[src/rtl/mux_rr_nx1.sv]
// mux_rr_nx1 -- N-channel round-robin merge onto one registered output.
//
// N producers of WIDTH-bit words share a single consumer. A round-robin
// grant picks one requesting channel per transfer. The selected word is
// captured in one output register stage with a valid/ready handshake.
// The rotating pointer advances only when a word is actually taken.
//
// Optional feature (macro MUX_RR_FORCE_SEL_EN): adds force_en/force_sel,
// which restrict eligibility to one fixed channel (legacy fixed-select
// mux behaviour). Forced transfers do not move the round-robin pointer.
//
// Parameters:
//   WIDTH  data bits per channel (>= 1)
//   N      channel count (>= 2, any value)
//
// Ports:
//   clk        rising-edge clock
//   reset      asynchronous active-high reset
//   in_data    N*WIDTH channel data, channel i at [i*WIDTH +: WIDTH]
//   in_valid   N  per-channel valid
//   in_ready   N  per-channel accept (one-hot or zero)
//   out_data   WIDTH registered selected word
//   out_valid  out_data holds an unconsumed word
//   out_ready  consumer accepts out_data
//   out_sel    index of the channel that produced out_data
//   force_en   (MUX_RR_FORCE_SEL_EN only) restrict grant to force_sel
//   force_sel  (MUX_RR_FORCE_SEL_EN only) forced channel index

module mux_rr_nx1 #(
  parameter int WIDTH = 8,
  parameter int N     = 4
) (
  input  logic                   clk,
  input  logic                   reset,
  input  logic [N*WIDTH-1:0]     in_data,
  input  logic [N-1:0]           in_valid,
  output logic [N-1:0]           in_ready,
  output logic [WIDTH-1:0]       out_data,
  output logic                   out_valid,
  input  logic                   out_ready,
  output logic [$clog2(N)-1:0]   out_sel
`ifdef MUX_RR_FORCE_SEL_EN
  ,
  input  logic                   force_en,
  input  logic [$clog2(N)-1:0]   force_sel
`endif
);

  localparam int          SELW = $clog2(N);
  localparam int unsigned NU   = N;

  logic [SELW-1:0]  ptr;
  logic [SELW-1:0]  gsel;
  logic             found;
  logic             forced;
  logic             load;
  logic [WIDTH-1:0] sel_data;

  // Channel index base+k, wrapped at N (N need not be a power of two).
  function automatic logic [SELW-1:0] wrap_add(input logic [SELW-1:0] base,
                                               input int unsigned k);
    int unsigned s;
    s = 32'(base) + k;
    if (s >= NU) s = s - NU;
    return s[SELW-1:0];
  endfunction

  assign load = !out_valid || out_ready;

  // Grant: first valid channel scanning from ptr upward with wrap.
  always_comb begin
    found  = 1'b0;
    gsel   = '0;
    forced = 1'b0;
`ifdef MUX_RR_FORCE_SEL_EN
    if (force_en) begin
      forced = 1'b1;
      gsel   = force_sel;
      // Out-of-range force index grants nothing.
      if (32'(force_sel) < NU) found = in_valid[force_sel];
    end else begin
      for (int unsigned k = 0; k < NU; k++) begin
        if (!found && in_valid[wrap_add(ptr, k)]) begin
          found = 1'b1;
          gsel  = wrap_add(ptr, k);
        end
      end
    end
`else
    for (int unsigned k = 0; k < NU; k++) begin
      if (!found && in_valid[wrap_add(ptr, k)]) begin
        found = 1'b1;
        gsel  = wrap_add(ptr, k);
      end
    end
`endif
  end

  always_comb begin
    in_ready = '0;
    sel_data = '0;
    for (int unsigned i = 0; i < NU; i++) begin
      if (gsel == SELW'(i)) begin
        sel_data    = in_data[i*WIDTH +: WIDTH];
        in_ready[i] = load && found && !reset;
      end
    end
  end

  always_ff @(posedge clk or posedge reset) begin
    if (reset) begin
      out_valid <= 1'b0;
      out_data  <= '0;
      out_sel   <= '0;
      ptr       <= '0;
    end else if (load) begin
      if (found) begin
        out_valid <= 1'b1;
        out_data  <= sel_data;
        out_sel   <= gsel;
        if (!forced) begin
          if (32'(gsel) == NU - 1) ptr <= '0;
          else                     ptr <= gsel + 1'b1;
        end
      end else begin
        out_valid <= 1'b0;
      end
    end
  end

endmodule

[config.mk]
export PLATFORM = sky130hd
export DESIGN_NAME = mux_rr_nx1
export DESIGN_NICKNAME = d
export VERILOG_FILES = /design/src/rtl/mux_rr_nx1.sv
export SDC_FILE = /design/constraint.sdc
export NUM_CORES = 1
export LEC_CHECK = 0
export CAP_MARGIN = 20
export CELL_PAD_IN_SITES_DETAIL_PLACEMENT = 1
export CELL_PAD_IN_SITES_GLOBAL_PLACEMENT = 2
export CORE_UTILIZATION = 21
export CTS_BUF_LIST = sky130_fd_sc_hd__clkbuf_2
export DETAILED_ROUTE_END_ITERATION = 10
export PLACE_DENSITY_LB_ADDON = 0.1
export SLEW_MARGIN = 10
export SYNTH_ARGS = -nofsm -noshare
export SYNTH_HDL_FRONTEND = slang
export SYNTH_SLANG_ARGS = --single-unit
[constraint.sdc]
create_clock -name clk -period 3.63 [get_ports clk]
set_input_delay 0.9075 -clock clk [delete_from_list [all_inputs] [get_ports clk]]
set_output_delay 0.9075 -clock clk [all_outputs]
set_load 0.1 [all_outputs]
==> flow_results.org <==
** Floorplanning
- IO Pins :: 54
- For this configuration, the core starts out at a cell density of 0.2209.
- Die footprint :: between 0.004 and 0.005 mm²
- Number of rows in the core area :: 24
- Area of the core :: roughly 0.0044 mm²
- The die is about 70 µm tall.
- In this run the horizontal extent of the chip is 69.91 µm.

** Worst setup path
- Critical path arrival :: 2.66 ns
- Worst EP required :: approximately 2.7 ns
- Maximum fanout along the worst path :: 3
- The worst setup path is launched from a primary input.
- Kind of critical path :: primary input to primary output
- Kind of capture point of the worst setup path :: primary output
- Minimum setup slack among reg-to-reg paths :: 1.41 ns

** CTS
- Counting along the longest clock path gives a buffer depth of 2.
- Total of hold buffers inserted after clock tree synthesis :: 0
- Post_cts resized :: 0
- Clock sink count :: 13
- CTS built an H-tree with a depth of 1.
- Clock edge transition at the registers on the reported setup and hold paths :: ~0.13 ns
- CTS Root Cell :: clkbuf_2
- Worst-Skew Late Latency :: approximately 0.28 ns
- Once the clock tree was built, the setup fixing pass inserted 0 buffers.
- Cts bufs inserted :: 3
- TritonCTS built the clock tree.

** STA
- Min cycle time layout :: roughly 3.6 ns
- Final hold slack :: roughly 0.57 ns
- The worst pin sits at a relative slew slack of 0.3379.
- Worst Slack Setup Final :: approximately 0.066 ns
- Setup violations remaining at the end of the flow were counted as 0.
- The final hold violation count was 0.
- For this run, the top clock speed supported by timing is 280.6 MHz.
- Max-slew violation count :: 0
- Dividing the final minimum period by the clock period gives 0.9817.
- Clock skew on the completed layout was measured at between 0.005 and 0.006 ns.
- Pin slew with the least headroom to its limit :: between 0.9 and 1 ns
- Unrepaired setup endpoints after global routing :: true

** Synth
- After technology mapping, the gate count stands at between 100 and 150.
- Nets in the synthesized netlist :: 159
- Synthesis warning total :: 0
- Async SR Flop Fraction :: 1.000
- Most used flip-flop cell after synthesis :: dfrtp_1
- The most common cell in the synthesized netlist is a21oi_1.
- Proportion of netlist area held by the largest area contributor :: 0.3359
- The share of the Yosys chip area taken by registers is 0.3359.
- Syn Std Cell Area :: slightly below 0.001 mm²
- Yosys mapped a number of flops with a built-in enable equal to 0.
- In this run, synthesis produced a sequential element count of 13.
- Distinct cell type count after synthesis :: 29
- In the post-synthesis netlist, the biggest area contributors are dfrtp_1, a21oi_1, a221o_1.
- A synthesized cell averages roughly 8.3 µm².
- Cell type with the largest total area after synthesis :: dfrtp_1
- Commonest cells in the netlist :: a21oi_1, dfrtp_1, nand2_1, inv_1

** GRT
- The total overflow left after global routing is 0.
- Entering global routing, the biggest net connects 17 pins.
- First-pass GRT wire length :: between 5000 and 6000 µm
- Number of global-route vias before repair :: 1164
- Number of antenna violations at the first check in global routing :: 0
- Across every metal layer, demand over resource in global routing totals 0.1505.

** Run
- Max-cap violations in this run came to 0.

** Pwr
- Total Power :: 1.207 mW
- In this run the static leakage power is 0.7071 nW.
- IR Drop Worst-Case VDD :: roughly 0.00016 V
- Pwr Density :: 720.6 mW/mm²

** Route
- The final route contains between 1000 and 1500 vias.
- After the first detailed-routing iteration, the DRC count stood at 25.
- The count of nets left with antenna violations once routing finished came out at 0.
- Dividing the detail-routed wire length by the instance count gives about 15 µm.
- Aggregate routed wire length :: ~3500 µm
- DR vias/cell :: 4.830
- Total iterations of the first detailed-routing run :: 4
- DRC violations left :: 0

** Place
- Number of buffers inserted by port buffering :: 53
- Final Wtd Congestion :: approximately 0.76
- Half-perimeter wire length after detailed placement :: about 2800 µm
- Prior to clock tree synthesis, the placed netlist has a worst setup slack of 0.06647 ns.

** Layout
- Share of the core filled with cells in the final layout :: 0.3821
- Final #Nets :: 221
- After filler insertion, the fill cell instance count of the layout stands at between 500 and 600.
- Count of antenna diodes in the layout :: 0
- Share of final-layout standard cells stronger than drive strength 1 :: 0.1808
- Layout area overhead :: 73.00%

** Min path
- In this run the worst hold path is classified as flop to flop.

** Status
- Run status :: completed
[final cells by class]
| type | instances | area, µm² | area share |
|---|---|---|---|
| inverter | 10 | 37.54 | 0.02240 |
| multi-input combinational | 84 | 566.8 | 0.3383 |
| clock buffer | 4 | 20.02 | 0.01195 |
| timing repair buffer | 66 | 660.6 | 0.3943 |
| tap | 52 | 65.06 | 0.03883 |
| sequential | 13 | 325.3 | 0.1942 |
[where the power goes]
part | leakage [nW] | switching [mW] | internal, mW | total [mW]
clock | 0.0166 | 0.0520 | 0.0292 | 0.0812
combinational | 0.542 | 0.601 | 0.289 | 0.890
sequential | 0.149 | 0.0365 | 0.200 | 0.236
total | 0.707 | 0.689 | 0.518 | 1.21
[sequential cells by signal, summed over array words and instances (netlist names)]
signal / flops
ptr: 2
out_valid: 1
out_sel: 2
out_data: 8
[per-stage QoR]
| stage | std cells | area [µm²] | setup TNS, ns |
|---|---|---|---|
| 2_1_floorplan | 116 | 970.9 | -0.007334 |
| 3_3_place_gp | 225 | 1650 | 0 |
| 3_5_place_dp | 225 | 1650 | 0 |
| 4_1_cts | 229 | 1670 | 0 |
| 5_1_grt | 229 | 1675 | -0.02021 |
| 6_report | 229 | 1675 | 0 |
[routing by layer]
layer,vias up,part of all wire,GRT usage
met5,-,0,0
met4,0,0.013,0.04667
met1,515,0.47,0.1964
met3,4,0.055,0.03463
li1,550,-,-
met2,37,0.46,0.2457
[logic make-up after synthesis]
| family | Yosys count | synth area share |
|---|---|---|
| buffers and inverters | 19 | 0.08656 |
| adders and majority gates | 4 | 0.05168 |
| and+or+nand+nor | 37 | 0.2209 |
| DFF | 13 | 0.3359 |
| muxes | 1 | 0.01163 |
| AOI/OAI and AO/OA | 42 | 0.2933 |
[layout by cell type (no fill, tap or decap)]
| master | Yosys | final |
|---|---|---|
| nand3_1 | 1 | 1 |
| a41o_1 | 1 | 1 |
| nor2b_1 | 3 | 3 |
| or2_2 | 2 | 2 |
| a41oi_1 | 1 | 1 |
| nand3b_1 | 8 | 8 |
| o21ai_0 | 2 | 1 |
| buf_12 | 0 | 4 |
| mux2_2 | 1 | 1 |
| nor4_1 | 1 | 1 |
| nand2b_1 | 2 | 2 |
| a311oi_1 | 1 | 1 |
| and3_2 | 0 | 2 |
| o31ai_1 | 1 | 1 |
| a31oi_1 | 8 | 8 |
| inv_1 | 10 | 10 |
| dfrtp_1 | 13 | 13 |
| a21boi_2 | 1 | 1 |
| buf_4 | 0 | 16 |
| nor2_1 | 2 | 2 |
| o21ai_1 | 0 | 1 |
| nand2_1 | 11 | 11 |
| a21o_1 | 1 | 1 |
| clkbuf_2 | 0 | 4 |
| ha_1 | 4 | 4 |
| or4_4 | 1 | 1 |
| a221o_1 | 8 | 8 |
| and3_1 | 5 | 2 |
| clkdlybuf4s50_1 | 0 | 46 |
| and3_4 | 0 | 1 |
| or2b_1 | 1 | 1 |
| a21oi_1 | 18 | 18 |
[worst paths after layout]
path | to | depth (start not counted) | startpoint
worst max-delay path | in_ready[1] | 8 | in_valid[2]
worst min-delay path | out_sel[1] | 2 | out_sel[1]
worst max register to register | out_data[1] | 9 | ptr[0]
worst min register to register | out_sel[1] | 2 | out_sel[1]
max in group asynchronous | ptr[0] | 3 | reset
min in group asynchronous | out_data[0] | 2 | reset
[worst max-delay path, cell delays in order]
cell             delay, ns
clkdlybuf4s50_1       0.50
nor2b_1               0.18
a311oi_1              0.07
buf_4                 0.15
or2_2                 0.29
ha_1                  0.20
and3_2                0.20
buf_12                0.17
No activity file was read; power rests on OpenSTA's default activity.
